===== src/rtl/pipe_stall_ctrl.sv =====
// Stall/flush sequencer for the F/D/E/M/W pipeline, including the multi-cycle divider FSM.
// Optional macro STALL_STATS_EN adds a saturating stall_cycles counter output.
module pipe_stall_ctrl #(
    parameter int DIV_LAT = 32,
    parameter int CNT_W   = 6
) (
    input  logic clk,
    input  logic rst,
    input  logic lw_hazard_d,
    input  logic div_req_e,
    input  logic mem_wait_m,
    input  logic branch_taken_d,
    output logic en_f,
    output logic en_d,
    output logic en_e,
    output logic en_m,
    output logic en_w,
    output logic flush_d,
    output logic flush_e,
    output logic flush_m,
    output logic div_start,
    output logic div_busy,
    output logic div_done
`ifdef STALL_STATS_EN
    ,
    output logic [31:0] stall_cycles
`endif
);

    typedef enum logic [1:0] {
        IDLE     = 2'd0,
        DIV_RUN  = 2'd1,
        DIV_DONE = 2'd2
    } state_t;

    state_t           state;
    logic [CNT_W-1:0] cnt;
    logic             div_stall;

    // The counter reaches 0 on the edge into DIV_DONE, so div_done rises DIV_LAT cycles after div_start.
    always_ff @(posedge clk or posedge rst) begin
        if (rst) begin
            state <= IDLE;
            cnt   <= '0;
        end else begin
            case (state)
                IDLE: begin
                    if (div_req_e && !mem_wait_m) begin
                        state <= DIV_RUN;
                        cnt   <= CNT_W'(DIV_LAT - 1);
                    end
                end
                DIV_RUN: begin
                    cnt <= cnt - CNT_W'(1);
                    if (cnt == CNT_W'(1)) begin
                        state <= DIV_DONE;
                    end
                end
                DIV_DONE: begin
                    if (!mem_wait_m) begin
                        state <= IDLE;
                    end
                end
                default: begin
                    state <= IDLE;
                    cnt   <= '0;
                end
            endcase
        end
    end

    assign div_stall = ((state == IDLE) && div_req_e) || (state == DIV_RUN);

    always_comb begin
        en_f      = 1'b1;
        en_d      = 1'b1;
        en_e      = 1'b1;
        en_m      = 1'b1;
        en_w      = 1'b1;
        flush_d   = 1'b0;
        flush_e   = 1'b0;
        flush_m   = 1'b0;
        div_start = 1'b0;
        div_busy  = 1'b0;
        div_done  = 1'b0;
        if (!rst) begin
            div_busy  = (state != IDLE);
            div_done  = (state == DIV_DONE);
            div_start = (state == IDLE) && div_req_e && !mem_wait_m;
            if (mem_wait_m) begin
                en_f = 1'b0;
                en_d = 1'b0;
                en_e = 1'b0;
                en_m = 1'b0;
                en_w = 1'b0;
            end else if (div_stall) begin
                en_f    = 1'b0;
                en_d    = 1'b0;
                en_e    = 1'b0;
                flush_m = 1'b1;
            end else if (lw_hazard_d) begin
                en_f    = 1'b0;
                en_d    = 1'b0;
                flush_e = 1'b1;
            end
            // A stalled IF/ID must keep its instruction, so the branch flush waits.
            flush_d = branch_taken_d && en_d;
        end
    end

`ifdef STALL_STATS_EN
    always_ff @(posedge clk or posedge rst) begin
        if (rst) begin
            stall_cycles <= '0;
        end else if (!en_f && (stall_cycles != 32'hFFFF_FFFF)) begin
            stall_cycles <= stall_cycles + 32'd1;
        end
    end
`endif

endmodule


===== config.mk =====
export PLATFORM = sky130hd
export DESIGN_NAME = pipe_stall_ctrl
export DESIGN_NICKNAME = d
export VERILOG_FILES = /design/src/rtl/pipe_stall_ctrl.sv
export SDC_FILE = /design/constraint.sdc
export NUM_CORES = 1
export LEC_CHECK = 0
export ABC_AREA = 0
export CORE_MARGIN = 8
export CORE_UTILIZATION = 23
export CTS_CLUSTER_SIZE = 40
export DETAILED_ROUTE_END_ITERATION = 12
export DONT_BUFFER_PORTS = 1
export PLACE_DENSITY_LB_ADDON = 0.1
export SLEW_MARGIN = 20
export SYNTH_ARGS = -nofsm -noshare
export SYNTH_HDL_FRONTEND = slang
export SYNTH_SLANG_ARGS = --single-unit

===== constraint.sdc =====
create_clock -name clk -period 1.68 [get_ports clk]
set_clock_uncertainty 0.1 [all_clocks]
set_input_delay 0.084 -clock clk [delete_from_list [all_inputs] [get_ports clk]]
set_output_delay 0.084 -clock clk [all_outputs]
set_load 0.05 [all_outputs]

-- Word-level counts from Yosys, hierarchy flattened
Index checks and enable logic that the tools add are counted.
- flip-flop bits (word level): 8
- bits of input ports: 6
- output and inout bits: 11
- add/sub/neg operators: 1
- eq/ne operators: 6
- mux-type cells: 28
- bitwise gates (word level): 1
- reduce and logical (&&, ||, !) cells: 10
- operators by type and width (cell ; count):
    $mux 1 ; 22
    $pmux 6 s3 ; 1
    $eq 6x1->1 const B ; 1
    $mux 2 ; 3
    $mux 6 ; 1
    $ne 2x2->1 const B ; 3
    $pmux 2 s3 ; 1
    $sub 6x1->6 const B ; 1
    $logic_and 1x1->1 ; 4
    $reduce_and 3->1 ; 1
    $eq 2x1->1 const B ; 1
    $eq 2x2->1 const B ; 1
    $logic_not 2->1 ; 1
    $reduce_and 2->1 ; 1
    $reduce_bool 2->1 ; 1
    $logic_not 1->1 ; 1
    $logic_or 1x1->1 ; 1
    $not 1->1 ; 1

-- Depth between registers and ports, before layout
Gate-level depths: netlist of the first run.
- depth in word-level cells: 8
- depth in mapped cells: 5
- gate-level depth less buffers: 5

-- Worst setup path before layout of the first run
No wires, ideal clock.
- kind: register to output
- from: register state[0]
- to: output en_f
- data arrival time: 2250 ps
- data required time: 1496 ps
- setup slack: -754 ps
- stages on the path, launching flop included: 6
- path buffers: 2
- cells stage by stage: dfrtp_1 -> buf_6 -> o21bai_4 -> nand2b_4 -> o21ai_0 -> buf_4
- cells in the longest elaborated chain, start to end: 6
- RTL lines (item ; line ; source):
    start, declared ; 36 ; state_t state;
    start signal, assigned ; 43 ; state <= IDLE;
    start signal, assigned ; 49 ; state <= DIV_RUN;
    start signal, assigned ; 56 ; state <= DIV_DONE;
    $logic_not 2->1 ; 72 ; assign div_stall = ((state == IDLE) && div_req_e) || (state == DIV_RUN);
    $logic_and 1x1->1 ; 72 ;
    $logic_or 1x1->1 (*) ; 72 ;
    $mux 1 (*) ; 96 ; end else if (div_stall) begin
    $mux 1 (*) ; 90 ; if (mem_wait_m) begin
    $mux 1 (*) ; 86 ; if (!rst) begin
    end, declared ; 13 ; output logic en_f,
Mark *: on every way between the ends. The rest lies on a longest branch, timed or not.

-- Worst setup path in the final report of the first run
- from: register state[0]
- to: output flush_d
- cells in the longest elaborated chain, start to end: 8
- RTL lines (item ; line ; source):
    $logic_not 2->1 ; 72 ;
    $logic_and 1x1->1 ; 72 ;
    $logic_or 1x1->1 (*) ; 72 ;
    $mux 1 (*) ; 96 ;
    $mux 1 (*) ; 90 ;
    $mux 1 (*) ; 86 ;
    $logic_and 1x1->1 (*) ; 107 ; flush_d = branch_taken_d && en_d;
    $mux 1 (*) ; 86 ;
    end, declared ; 18 ; output logic flush_d,
Mark *: on every way between the ends. The rest lies on a longest branch, timed or not. The select of a mux whose other input is x is not followed.

==> results.py, run 1 <==
metrics = {
    "worst_setup_path": {
        "endpoint_kind": "primary output",
        "crit_type": "reg2out",
        "required_ns": 1.50,
        "max_stage_delay_ns": 0.40,
        "cp_max_fo": 4,
        "cp_cell_sequence": "o21bai_4 -> nand2b_4 -> nor4b_4 -> buf_12",
        "crit_family": "flip-flops",
        "critPathSlowestCell": "dfrtp_1",
        "crit_arrival_ns": 1.41,
        "crit_buf_inv": 1,
        "cp-start-kind": "flip-flop",
    },
    "placed_design": {
        "placed_cells_incl_taps": 101,
        "gp_congestion": 0.691,
        "hpwl_mm": 1.10,
        "io_buffers": 0,
        "dpl_cell_area_um2": 747,
    },
    "yosys": {
        "yosysTopAreaCell": "dfrtp_1",
        "ys_ff_latch": 8,
        "syn_nets": 71,
        "syn_inst": 63,
        "synthTopCellsByArea": "dfrtp_1 (33%), nor3b_1 (6.2%), ha_1 (4.1%), nor4b_4 (3.9%), nor2_1 (3.7%)",
        "synthArstFlopShare_pct": 100,
        "synth_ff_type": "dfrtp_1",
        "synth_top_area_share_pct": 33.1,
        "yosysWarnings": 0,
        "syn_area_per_cell_um2": 9.59,
        "synth_edf_count": 0,
        "synthesis.area_um2": 604,
        "ys_types": 30,
        "ys_seq_area_share_pct": 33.1,
    },
    "clock_tree": {
        "cts_resized": 0,
        "post_cts_buffers": 0,
        "clockBufferDepth": 2,
        "cts_buffers": 3,
        "hold_buffers": 2,
        "cts_tree": "yes",
        "clock-sinks": 8,
        "htreeDepth": 1,
        "clk_pin_slew_ns": 0.05,
        "cts-root-buf": "clkbuf_4",
        "clkLatencyLatePin_ns": 0.26,
    },
    "cells_and_area": {
        "num-fill-cells": 265,
        "antennaDiodeCount": 0,
        "final_util_pct": 31.9,
        "ff_latch_area_um2": 200,
        "design_area_um2": 790,
        "syn_to_final_growth_pct": 30.6,
        "finalNetCount": 86,
        "instances_no_fill": 106,
        "multiInputGateArea_um2": 372,
        "drive_above_1_share_pct": 34.2,
    },
    "detailed_routing": {
        "routed_wl_mm": 1.48,
        "num_vias": 512,
        "final_antenna_net_count": 0,
        "firstDrtPassIters": 4,
        "avgRoutedWirePerCell_um": 13.9,
        "routed_via_density": 4.83,
        "drtIter0Drc": 14,
        "drcViolationCount": 0,
    },
    "timing": {
        "worst_pin_slew_ns": 0.358,
        "fmax_mhz": 629,
        "fin_crit_ns": 1.59,
        "rsz0062_at_grt": "no",
        "slew_headroom_pct": 76.1,
        "setup_viol": 0,
        "hold_viol_final": 0,
        "finalMaxSlewViolations": 0,
        "post-route-period-util_pct": 94.7,
    },
    "global_route": {
        "grt_pass1_wl_mm": 2.46,
        "grt_pass1_vias": 531,
        "grt_antenna_before_repair": 0,
        "grt_start_max_net_pins": 19,
        "grt.total_usage_pct": 7.09,
        "gr-total-overflow": 0,
    },
    "pwr": {
        "p_total_uw": 1080,
        "leakage_uw": 0.000331,
        "vdd_drop_max_uv": 443,
        "power_density_nw_per_um2": 1370,
    },
    "worst_hold_path": {
        "hold_path_class": "in2reg",
    },
    "job": {
        "max-cap-violations": 0,
    },
    "die": {
        "rows": 18,
        "die_h_um": 67.3,
        "core_um2": 2480,
        "initial_utilization_pct": 24.4,
        "io_pins": 17,
        "die_w_um": 67.3,
        "die_area_um2": 4520,
    },
    "status": {
        "status": "finished, final reports clean",
    },
}
-- area by class of cell --
class	count	area share, %
clock buffer	3	2.85
inverter	4	1.90
multi-input combinational	46	47.1
sequential	8	25.4
tap	30	4.75
timing repair buffer	15	18.1
-- placed cells by master (no fill, tap or decap), types with 3 or more instances in the layout --
| master | count |
|---|---|
| clkbuf_4 | 3 |
| nor2_1 | 6 |
| inv_1 | 4 |
| o22ai_1 | 3 |
| buf_4 | 11 |
| nand2_1 | 4 |
| nor3b_2 | 4 |
| nor2b_1 | 3 |
| dfrtp_1 | 8 |
-- final timing paths --
check | from | end | slack, ns | depth (start not counted)
hold / removal | mem_wait_m | cnt[1] | 0.03 | 3
max in group asynchronous | rst | state[0] | 0.98 | 3
min in group asynchronous | rst | cnt[0] | 0.12 | 2
hold reg to reg | cnt[4] | cnt[4] | 0.45 | 1
setup reg to reg | cnt[0] | cnt[2] | 0.31 | 5
setup / recovery | state[0] | flush_d | 0.09 | 4
-- registers in the layout (all words and copies together), names as in the netlist --
signal	cells
cnt	6
state	2
-- per-stage QoR --
stage               setup WS (ns)  hold WS, ns  TNS (ns)
floorplan                  -0.318       -0.177    -0.451
global placement            0.303       -0.153         0
detailed placement          0.319       -0.166         0
CTS                        0.0748       0.0256         0
global route               0.0298       0.0340         0
finish                     0.0892       0.0273         0
-- power by group --
group          switching, µW  internal [µW]
registers                105            277
clock network           65.8           81.8
logic                    298            255
-- synth_stat cells (2+ instances only) --
library cell  count
ha_1              2
nor2_1            6
a31oi_1           2
buf_2             2
nand2_1           4
nor3b_1           5
nand4b_1          2
dfrtp_1           8
o22ai_1           3
nor2b_1           3
inv_1             4
o21ai_0           3
buf_4             2
-- metal layers --
layer	routed length (µm)	up-vias	global-route usage [%]
met3	46	0	2.15
li1	-	252	-
met5	0	-	0
met1	647	251	7.91
met2	782	9	11.8
met4	0	0	3.92
-- worst min-delay path, cell delays in order --
cell     delay [ns]
nor3b_1        0.05
a21oi_1        0.11
o22ai_1        0.08
-- kinds of logic (layout without fill, tap and decap cells) --
group | Yosys count | in the layout | synth area share (%)
flip-flops | 8 | 8 | 33.1
adder cells (fa/ha/maj) | 2 | 2 | 4.14
AO/OA/AOI/OAI | 14 | 14 | 17.2
multiplexers | 2 | 2 | 3.52
buffers and inverters | 9 | 22 | 8.49
AND/OR/NAND/NOR | 28 | 28 | 33.5
Power figures use the tool's default switching activity.
==> run 2, diff against run 1 <==
--- a/config.mk
+++ b/config.mk
@@ -6,11 +6,12 @@
 export NUM_CORES = 1
 export LEC_CHECK = 0
 export ABC_AREA = 0
-export CORE_MARGIN = 8
-export CORE_UTILIZATION = 23
+export CORE_AREA = 8 8 45 47
 export CTS_CLUSTER_SIZE = 40
 export DETAILED_ROUTE_END_ITERATION = 12
+export DIE_AREA = 0 0 53 55
 export DONT_BUFFER_PORTS = 1
+export MAX_ROUTING_LAYER = met4
 export PLACE_DENSITY_LB_ADDON = 0.1
 export SLEW_MARGIN = 20
 export SYNTH_ARGS = -nofsm -noshare
==> run 2 against run 1 <==
Global-route usage grew 4.0 points. Critical path depth grew 1. Clock power shrank 3%. Count of clock-buffer cells in the layout is the same. Register-to-register slack got worse by 0.06 ns. Final cell count fell by 12%. Die area shrank 36%. Non-clock buffer count is 1 higher. Critical endpoint is now flush_e. Largest cell class unchanged. Largest power group unchanged. Highest routed layer is now met4.
==> results.py, run 2 (same netlist as run 1, synthesis figures left out) <==
metrics = {
    "timing": {
        "layout_setup_ws_ns": 0.0697,
        "fin_setup_tns_ns": 0,
        "fin_crit_ns": 1.61,
        "post-route-period-util_pct": 95.9,
        "worst_pin_slew_ns": 0.427,
        "hold_ws_ns": 0.0175,
        "slew_headroom_pct": 71.5,
        "fmax_mhz": 621,
        "setup_viol": 0,
        "hold_viol_final": 0,
        "finalMaxSlewViolations": 0,
    },
    "cells_and_area": {
        "antennaDiodeCount": 0,
        "instances_no_fill": 93,
        "largest_register_ffs": 6,
        "syn_to_final_growth_pct": 29.0,
        "top_regs": "cnt x6, state x2",
        "layout_commonest_cell": "buf_4",
        "drive_above_1_share_pct": 35.1,
        "multiInputGateArea_um2": 372,
        "finalNetCount": 87,
        "num-fill-cells": 134,
        "regMostFlops": "cnt",
        "design_area_um2": 779,
        "mostFrequentLayoutCells": "buf_4 (12), dfrtp_1 (8), nor2_1 (6)",
        "ff_latch_area_um2": 200,
    },
    "global_route": {
        "grt_antenna_before_repair": 0,
        "grt_start_max_net_pins": 12,
        "grt_pass1_vias": 492,
        "gr-total-overflow": 0,
        "grt.total_usage_pct": 11.1,
        "grt_pass1_wl_mm": 2.29,
    },
    "placed_design": {
        "dpl_cell_area_um2": 729,
        "io_buffers": 0,
        "gp_congestion": 0.716,
        "placed_cells_incl_taps": 87,
        "hpwl_mm": 1.10,
        "preCtsSetupSlack_ns": 0.269,
    },
    "worst_hold_path": {
        "hold_path_class": "in2reg",
        "hp-start": "mem_wait_m",
        "worstHoldEndpoint": "cnt[1]",
        "holdPathStages": 3,
    },
    "status": {
        "status": "finished, final reports clean",
    },
    "clock_tree": {
        "clockBufferDepth": 2,
        "clock-sinks": 8,
        "cts_buffers": 3,
        "htreeDepth": 1,
        "cts_tree": "yes",
        "clk_pin_slew_ns": 0.05,
        "clkLatencyLatePin_ns": 0.25,
        "cts-root-buf": "clkbuf_4",
        "cts_resized": 0,
    },
    "detailed_routing": {
        "routed_via_density": 5.39,
        "drtIter0Drc": 5,
        "avgRoutedWirePerCell_um": 15.3,
        "final_antenna_net_count": 0,
        "drcViolationCount": 0,
        "num_vias": 501,
        "routed_wl_mm": 1.42,
        "firstDrtPassIters": 2,
    },
    "pwr": {
        "power_density_nw_per_um2": 1400,
        "vdd_drop_max_uv": 669,
        "leakage_uw": 0.000336,
    },
    "worst_setup_path": {
        "crit_arrival_ns": 1.43,
        "worstReg2RegStart": "cnt[1]",
        "r2r-end": "cnt[4]",
        "r2r_slack_ns": 0.25,
        "cp-start-kind": "flip-flop",
        "crit_type": "reg2out",
        "required_ns": 1.50,
        "cp_max_fo": 3,
        "r2r_cells": 5,
        "endpoint_kind": "primary output",
    },
    "die": {
        "rows": 14,
        "die_w_um": 53,
        "die_area_um2": 2920,
        "io_pins": 17,
        "initial_utilization_pct": 43.7,
        "core_um2": 1380,
        "die_h_um": 55,
    },
    "job": {
        "max-cap-violations": 0,
    },
}
run 2: changes by cell type in the layout (fill, tap and decap cells not counted), sizes merged:
cell / delta
buf: +1
run 2: critical path, stage by stage, from the launching register on:
cell and delay (ns):
dfrtp_1 0.41, o21bai_4 0.16, nand2b_4 0.08, buf_4 0.14, nor3b_2 0.16, buf_4 0.21
run 2: metal layers:
metal  GRT usage [%]  vias up  part of all wire, %
li1                -      254                    -
met1            10.8      224                   41
met2            18.6       19                   46
met3            2.67        4                  9.3
met4            9.05        0                  3.0
met5               -        -                    0
run 2: stage by stage:
step	power, µW	utilization (%)
floorplan	818	-
global placement	934	52.7
detailed placement	945	52.7
CTS	1100	55.8
global route	1170	56.3
finish	1090	56.3
run 2: how the worst max path moves through the flow:
stage	start	to	slack, ns	cells after the start
2_1_floorplan	state[0]	en_f	-0.32	5
5_1_grt	state[0]	flush_d	-0.0005	4
4_1_cts	state[0]	flush_d	0.01	4
3_5_place_dp	cnt[1]	cnt[4]	0.27	5
3_3_place_gp	state[0]	flush_d	0.33	4
6_report	state[0]	flush_e	0.07	5
run 2: cell type report:
class | count | area share (%)
repair buffers | 16 | 19.3
well taps | 16 | 2.57
multi-input cells | 46 | 47.7
clock buffers | 3 | 2.89
inverters | 4 | 1.93
flip-flops and latches | 8 | 25.7
run 2: what timing repair did:
action                                 CTS  global route
endpoints found under the hold margin   10             0
setup endpoints to repair                0             1
hold buffers                             2             0
buffers inserted                         0             1
run 2: power by group:
part | leakage, µW | switching [µW] | total (µW) | internal [µW]
combinational | 0.000227 | 301 | 566 | 265
clock | 0.0000138 | 62.6 | 144 | 81.5
sequential | 0.0000949 | 105 | 382 | 278
total | 0.000336 | 469 | 1090 | 624
